<file path="config.mk">
export PLATFORM = sky130hd
export DESIGN_NAME = demux2_buf
export DESIGN_NICKNAME = d
export VERILOG_FILES = /design/src/rtl/demux2_buf_pkg.sv /design/src/rtl/demux_slot.sv /design/src/rtl/demux2_buf.sv
export SDC_FILE = /design/constraint.sdc
export NUM_CORES = 1
export LEC_CHECK = 0
export CAP_MARGIN = 20
export CORE_ASPECT_RATIO = 0.5
export CORE_MARGIN = 2
export CORE_UTILIZATION = 41
export DETAILED_ROUTE_END_ITERATION = 12
export PLACE_DENSITY_LB_ADDON = 0.08
export SYNTH_ARGS = -nofsm -noshare
export SYNTH_HDL_FRONTEND = slang
export SYNTH_SLANG_ARGS = --single-unit
</file>
<file path="constraint.sdc">
create_clock -name clk -period 1.7 [get_ports clk]
set_clock_uncertainty 0.15 [all_clocks]
set_input_delay 0.34 -clock clk [delete_from_list [all_inputs] [get_ports clk]]
set_output_delay 0.34 -clock clk [all_outputs]
set_load 0.03 [all_outputs]
</file>
<file path="src/rtl/demux2_buf_pkg.sv">
// Shared pipeline definitions for the registered 1-to-2 demultiplexer.
// Holds the default data width, the select encoding and the slot state type.
package demux2_buf_pkg;

   localparam int XLEN = 32;

   localparam logic SEL_A = 1'b0;
   localparam logic SEL_B = 1'b1;

   typedef enum logic {
      SLOT_EMPTY = 1'b0,
      SLOT_FULL  = 1'b1
   } slot_state_e;

endpackage

</file>
<file path="src/rtl/demux_slot.sv">
// One-entry output holding slot with valid/ready drain and a saturating
// count of delivered words; can_accept tells the top a load may land now.
module demux_slot
   import demux2_buf_pkg::*;
#(
   parameter int WIDTH = XLEN,
   parameter int CNT_W = 16
) (
   input  logic             clk,
   input  logic             rst_n,
   input  logic             load,
   input  logic [WIDTH-1:0] load_data,
   input  logic             ready,
   output logic             valid,
   output logic [WIDTH-1:0] data,
   output logic [CNT_W-1:0] cnt,
   output logic             can_accept
);

   slot_state_e      state_p0;
   slot_state_e      state_nxt;
   logic [WIDTH-1:0] data_p0;
   logic [CNT_W-1:0] cnt_p0;
   logic             drain;

   function automatic logic [CNT_W-1:0] sat_inc(input logic [CNT_W-1:0] v);
      if (&v) begin
         return v;
      end
      return v + {{(CNT_W-1){1'b0}}, 1'b1};
   endfunction

   assign valid      = (state_p0 == SLOT_FULL);
   assign drain      = valid && ready;
   assign can_accept = !valid || ready;
   assign data       = data_p0;
   assign cnt        = cnt_p0;

   always_comb begin
      state_nxt = state_p0;
      case (state_p0)
         SLOT_EMPTY: if (load) state_nxt = SLOT_FULL;
         SLOT_FULL:  if (drain && !load) state_nxt = SLOT_EMPTY;
         default:    state_nxt = SLOT_EMPTY;
      endcase
   end

   // stage p0: slot state, held word and delivery counter
   always_ff @(posedge clk or negedge rst_n) begin
      if (!rst_n) begin
         state_p0 <= SLOT_EMPTY;
      end else begin
         state_p0 <= state_nxt;
      end
   end

   // The word is only overwritten by a load; a plain drain leaves it visible.
   always_ff @(posedge clk or negedge rst_n) begin
      if (!rst_n) begin
         data_p0 <= '0;
      end else if (load) begin
         data_p0 <= load_data;
      end
   end

   always_ff @(posedge clk or negedge rst_n) begin
      if (!rst_n) begin
         cnt_p0 <= '0;
      end else if (drain) begin
         cnt_p0 <= sat_inc(cnt_p0);
      end
   end

endmodule

</file>
<file path="src/rtl/demux2_buf.sv">
// Registered 1-to-2 demultiplexer: routes each accepted word to channel A or B
// by in_sel, each channel buffered by its own one-entry slot.
module demux2_buf
   import demux2_buf_pkg::*;
#(
   parameter int WIDTH = XLEN,
   parameter int CNT_W = 16
) (
   input  logic             clk,
   input  logic             rst_n,
   input  logic             in_valid,
   output logic             in_ready,
   input  logic             in_sel,
   input  logic [WIDTH-1:0] in_data,
   output logic             a_valid,
   input  logic             a_ready,
   output logic [WIDTH-1:0] a_data,
   output logic             b_valid,
   input  logic             b_ready,
   output logic [WIDTH-1:0] b_data,
   output logic [CNT_W-1:0] cnt_a,
   output logic [CNT_W-1:0] cnt_b
);

   logic a_can;
   logic b_can;
   logic load_a;
   logic load_b;

   // Only the selected channel gates acceptance, so a stalled peer never blocks.
   assign in_ready = (in_sel == SEL_A) ? a_can : b_can;
   assign load_a   = in_valid && in_ready && (in_sel == SEL_A);
   assign load_b   = in_valid && in_ready && (in_sel == SEL_B);

   demux_slot #(
      .WIDTH (WIDTH),
      .CNT_W (CNT_W)
   ) u_slot_a (
      .clk        (clk),
      .rst_n      (rst_n),
      .load       (load_a),
      .load_data  (in_data),
      .ready      (a_ready),
      .valid      (a_valid),
      .data       (a_data),
      .cnt        (cnt_a),
      .can_accept (a_can)
   );

   demux_slot #(
      .WIDTH (WIDTH),
      .CNT_W (CNT_W)
   ) u_slot_b (
      .clk        (clk),
      .rst_n      (rst_n),
      .load       (load_b),
      .load_data  (in_data),
      .ready      (b_ready),
      .valid      (b_valid),
      .data       (b_data),
      .cnt        (cnt_b),
      .can_accept (b_can)
   );

endmodule

</file>
==> results of run 1 <==
-- per-stage QoR --
stage	hold WS, ns	setup TNS (ns)	std cells	util	area, um2
5_1_grt	0.269	-0.520	614	0.668	6370
3_5_place_dp	0.0801	-29.17	588	0.626	5970
3_3_place_gp	0.0736	-27.04	588	0.626	5970
2_1_floorplan	-0.106	-0.414	290	-	4150
6_report	0.253	-0.0122	614	0.668	6370
4_1_cts	0.255	-0.107	613	0.662	6320
-- cells by family after synthesis --
| family | Yosys count |
|---|---|
| buffers and inverters | 9 |
| multiplexers | 69 |
| adder cells (fa/ha/maj) | 2 |
| AND/OR/NAND/NOR | 77 |
| XOR/XNOR | 22 |
| AO/OA/AOI/OAI | 13 |
| flip-flops | 98 |
-- worst min path at each step --
stage	to	cells past startpoint	from
after global routing	u_slot_b.data[24]$_DFFE_PN0P_	2	rst_n
after global placement	u_slot_b.data[24]$_DFFE_PN0P_	1	rst_n
after CTS	u_slot_b.data[24]$_DFFE_PN0P_	2	rst_n
after detailed placement	u_slot_b.data[24]$_DFFE_PN0P_	1	rst_n
after floorplan	u_slot_a.cnt[0]$_DFFE_PN0P_	0	rst_n
final	u_slot_b.data[24]$_DFFE_PN0P_	2	rst_n
-- flip-flops by register name (all words and copies together) (netlist names) --
| name | cells |
|---|---|
| u_slot_a.cnt | 16 |
| u_slot_a.data | 32 |
| u_slot_a.valid | 1 |
| u_slot_b.cnt | 16 |
| u_slot_b.data | 32 |
| u_slot_b.valid | 1 |
-- synthesized netlist by cell type, types with 2 or more instances --
master / n / share of area
nor2_2: 2 / 0.0031
and3_1: 4 / 0.0062
nand4_1: 10 / 0.015
xor2_1: 11 / 0.024
ha_1: 2 / 0.0062
nor4_1: 2 / 0.0031
nor3b_1: 2 / 0.0037
xnor2_1: 11 / 0.024
dfrtp_1: 98 / 0.60
nand2_1: 17 / 0.016
o21ai_0: 4 / 0.0049
mux2_4: 2 / 0.0074
o21a_1: 3 / 0.0055
nor3_1: 6 / 0.0074
nand3_1: 10 / 0.012
nor4_2: 2 / 0.0062
and4_1: 2 / 0.0043
mux2_2: 66 / 0.18
nor2_1: 7 / 0.0065
o211ai_1: 2 / 0.0037
buf_2: 7 / 0.0086
nand2b_1: 3 / 0.0046
-- cell type report --
type / count / share of cell area
clock buffers: 11 / 0.0397
clock inverters: 4 / 0.00805
inverters: 1 / 0.000589
multi-input cells: 183 / 0.270
flip-flops and latches: 98 / 0.390
well taps: 135 / 0.0265
repair buffers: 182 / 0.266
-- timing repair --
action                                  4_1_cts  5_1_grt
buffers inserted                              7        2
cloned                                        2        0
pin swaps                                     5        7
endpoints found under the setup margin      137       53
hold buffers                                  1        0
gates resized for setup                     119       34
hold endpoints to repair                     67        0
-- power groups by stage --
stage,logic (mW),registers [mW],clock network [mW]
2_1_floorplan,0.531,3.89,0
3_3_place_gp,2.60,3.07,0
3_5_place_dp,2.64,3.10,0
4_1_cts,2.48,3.06,2.11
5_1_grt,2.59,3.12,2.22
6_report,2.44,3.06,2.08
-- per-layer routing --
layer | share of wire | global-route usage | vias up
met5 | 0 | 0 | -
met4 | 0.0079 | 0.0539 | 0
met3 | 0.058 | 0.0708 | 6
met2 | 0.51 | 0.344 | 79
met1 | 0.42 | 0.232 | 1499
li1 | - | - | 1404
==> metrics, run 1 <==
worst slew pin tran=0.353 ns; CP delay by family, top=simple AND/OR/NAND/NOR gates; drt drc=0; #FFs+latches synth=98; Max clock buf depth=2; count of final setup violators=3; vias per cell=4.87; Comb pwr share=0.322; synthesized area per cell=14.0 um2; CP max FO=4; Async SR Flop Fraction=1.00; Final GP Congestion=0.741; Core ar.=9540 um2; Final WS setup=-0.00639 ns; critical path's slowest cell=dfrtp_2; fin. max-slew vios=0; XOR/XNOR Fraction of Synth Area=0.0474; VDD IR max=0.000678 V; final hold violations=0; Sink Count=98; most common cell after layout, fill and taps aside=dlygate4sd2_1; Post-Place Worst Slack=-0.648 ns; Tot Pwr=7.58 mW; DRT iter0 DRCs=91; Net Sw Frac=0.337; Reg2Reg Setup Slack=-0.006 ns; data required time of the worst path=1.77 ns; crit path capture type=register; Post-Synthesis Net Count=330; Max-slew headroom=0.766; area of the multi-input gates=1720 um2; fmax=586 MHz; failing checks=negative setup slack; Compound-Gate Fraction of Synth Area=0.0209; I/O Pins=137; Die Wd=145 um; RSZ-0062 raised after global routing=true; end of the critical path=u_slot_b.cnt[1]$_DFFE_PN0P_; CTS Root Cell=clkbuf_16; status=complete, but fails checks; Psw=2.56 mW; pwr dens=1190 nW/um2; EDFF count, synth=0; Die Ht=74.4 um; HPWL Detailed=7.08 mm; Synth Instances=290; Post-Synth Simple-Gate Area=0.119; Tcrit/Tclk final=1.00; register area=2480 um2; Worst Hold Class=in -> async; Crit. path cell count=5; mux cell area share after synthesis=0.193; crit path cell chain=ha_4 -> nand4_1 -> nor4b_4 -> nor2_2 -> mux2_4; Mapped Area=4070 um2; part of the power in registers=0.404; Clk Latency, worst-skew pair=0.34 ns; P_int=5.02 mW; Critical path origin=u_slot_b.cnt[1]$_DFFE_PN0P_; remaining global-route overflow=0; ant diodes=0; Final ANT Viol Nets=0; initial core utilization=0.426; adder-cell share of the synthesized area=0.00615; H-tree depth=3; commonest cells after routing, fill and taps aside=dlygate4sd2_1 (86), dfrtp_1 (74), mux2_2 (65), buf_4 (34), clkdlybuf4s50_1 (33); FP Rows=25; filler cell count=724; Final min period=1.71 ns; vias in the first global route=3194; Synth warnings=0; wire per inst=16.3 um; worst reg2reg path depth=5; CP Class=reg -> reg; Clk pwr share=0.275; Leak=2.96 nW; Post-synth top flop=dfrtp_1; Layout area overhead=56.6%; pin count of the biggest net entering global routing=29; initial antenna violation count=0; crit path launch type=register; drt pass-1 iters=4; largest family of logic cells by synthesized area=multiplexers; synth unique cells=39; number of CTS-inserted buffers=9; critical path arrival=1.78 ns; share of cells above drive strength 1=0.388; CTS tree=yes; final wirelength=9.98 mm; PortBufs=136; reg-to-reg endpoint=u_slot_b.cnt[1]$_DFFE_PN0P_; Max Cap Viol=0; vias=2988; post-synthesis sequential area ratio=0.603; global-route wire length before repair=16.1 mm; Nets=515; die footprint=10800 um2; Reg clk slew, reported paths=0.07 ns; gr usage total=0.196; CP peak stage delay=0.40 ns; RR Startpoint=u_slot_b.cnt[1]$_DFFE_PN0P_; WP buf/inv=0
(Power assumes the default switching activity.)
==> run 2, diff against run 1 <==
--- a/config.mk
+++ b/config.mk
@@ -11,6 +11,7 @@
 export CORE_UTILIZATION = 41
 export DETAILED_ROUTE_END_ITERATION = 12
 export PLACE_DENSITY_LB_ADDON = 0.08
+export SETUP_SLACK_MARGIN = 0.02
 export SYNTH_ARGS = -nofsm -noshare
 export SYNTH_HDL_FRONTEND = slang
 export SYNTH_SLANG_ARGS = --single-unit
==> metrics, run 2 (synthesis gave the netlist of run 1 again) <==
ant diodes=0; commonest cells after routing, fill and taps aside=dlygate4sd2_1 (75), dfrtp_1 (72), mux2_2 (52), clkdlybuf4s50_1 (33), buf_4 (27); data required time of the worst path=1.78 ns; Psw=2.54 mW; initial antenna violation count=0; most common cell after layout, fill and taps aside=dlygate4sd2_1; VDD IR max=0.000579 V; Die Ht=74.4 um; CP max FO=5; drt drc=0; Post-Place Worst Slack=-0.634 ns; setup TNS=-0.000123 ns; crit path capture type=register; gr usage total=0.189; I/O Pins=137; Placement Cell Area=5870 um2; share of cells above drive strength 1=0.409; vias in the first global route=3183; Max Cap Viol=0; Tot Pwr=7.44 mW; vias=3024; crit path cell chain=ha_4 -> nand4_1 -> buf_4 -> nor3_4 -> buf_4 -> buf_4 -> o31a_1; Core ar.=9540 um2; Max-slew headroom=0.648; PortBufs=136; Layout area overhead=56.9%; failing checks=negative setup slack; Max clock buf depth=2; Comb pwr share=0.318; post-layout util=0.669; die footprint=10800 um2; vias per cell=4.97; Die Wd=145 um; part of the power in registers=0.414; drt pass-1 iters=4; number of CTS-inserted buffers=9; P_int=4.90 mW; Clk pwr share=0.268; Worst Hold Class=in -> reg; final hold violations=0; wire per inst=16.5 um; CTS Root Cell=clkbuf_16; CP Class=reg -> reg; fmax=588 MHz; Leak=2.92 nW; DRT iter0 DRCs=68; critical path's slowest cell=dfrtp_2; FP Rows=25; crit-path most repeated cell=buf_4; Final GP Congestion=0.751; remaining global-route overflow=0; count of final setup violators=1; global-route wire length before repair=15.5 mm; Design Area, Final=6380 um2; Net Sw Frac=0.341; pwr dens=1170 nW/um2; critical path arrival=1.78 ns; HPWL Detailed=6.68 mm; Tcrit/Tclk final=1.00; worst reg2reg path depth=7; Reg clk slew, reported paths=0.07 ns; H-tree depth=3; Sink Count=98; cell depth of the worst min-delay path=3; Final WS setup=-0.000123 ns; Final min period=1.70 ns; Nets=510; pin count of the biggest net entering global routing=99; crit path launch type=register; final wirelength=10.0 mm; Clk Latency, worst-skew pair=0.34 ns; CTS tree=yes; RSZ-0062 raised after global routing=true; CP peak stage delay=0.45 ns; Final ANT Viol Nets=0; fin. max-slew vios=0; initial core utilization=0.426; worst slew pin tran=0.527 ns; status=complete, but fails checks
-- run 2: cell count changes in the layout (fill, tap and decap cells not counted), sizes merged --
cell,change
clkdlybuf4s15,+6
clkbuf,+7
buf,-9
inv,+1
clkinvlp,+1
dlygate4sd2,-11
-- run 2: power groups by stage --
stage / clock [mW] / sequential, mW / combinational [mW]
floorplan: 0 / 3.89 / 0.531
global placement: 0 / 3.09 / 2.50
detailed placement: 0 / 3.12 / 2.56
CTS: 2.06 / 3.08 / 2.32
global route: 2.14 / 3.14 / 2.51
finish: 1.99 / 3.08 / 2.37
-- run 2: critical path: cells and delay by family (launching register included) --
| kind | cells | cell delay [ns] |
|---|---|---|
| AOI/OAI and AO/OA | 1 | 0.26 |
| adders and majority gates | 1 | 0.18 |
| buffers and inverters | 3 | 0.42 |
| DFF | 1 | 0.45 |
| and+or+nand+nor | 2 | 0.14 |
-- run 2: stage by stage --
| step | cells | hold slack (ns) |
|---|---|---|
| 2_1_floorplan | 290 | -0.106 |
| 3_3_place_gp | 576 | 0.278 |
| 3_5_place_dp | 576 | 0.292 |
| 4_1_cts | 602 | 0.263 |
| 5_1_grt | 609 | 0.311 |
| 6_report | 609 | 0.275 |
-- run 2: timing repair --
action,in CTS,in global routing
endpoints found under the setup margin,141,72
hold endpoints to repair,98,0
hold buffers,1,0
gates resized for setup,143,49
pin swaps,5,7
cloned,1,2
buffers inserted,9,6
-- run 2: cell type report --
type / count / area, um2
clock inverters: 6 / 67.6
repair buffers: 177 / 1650
flip-flops and latches: 98 / 2480
well taps: 135 / 169
multi-input cells: 183 / 1780
inverters: 1 / 3.75
fillers: 763 / 3160
clock buffers: 9 / 225
-- run 2: path summary, 6_finish.rpt --
kind	endpoint	slack, ns	startpoint
setup / recovery	u_slot_a.cnt[7]$_DFFE_PN0P_	-0.0001	u_slot_a.cnt[1]$_DFFE_PN0P_
hold / removal	u_slot_a.valid$_DFF_PN0_	0.28	a_ready
setup reg to reg	u_slot_a.cnt[7]$_DFFE_PN0P_	-0.0001	u_slot_a.cnt[1]$_DFFE_PN0P_
hold reg to reg	u_slot_a.cnt[15]$_DFFE_PN0P_	0.33	u_slot_a.cnt[15]$_DFFE_PN0P_
max in group asynchronous	u_slot_b.valid$_DFF_PN0_	0.54	rst_n
min in group asynchronous	u_slot_a.cnt[11]$_DFFE_PN0P_	0.43	rst_n
-- run 2: routing by layer --
layer	wire length, um	global-route usage	share of wire	vias up
met3	637	0.0702	0.064	10
met5	0	0	0	-
met1	4110	0.219	0.41	1539
met4	116	0.0496	0.012	0
met2	5160	0.338	0.51	79
li1	-	-	-	1396
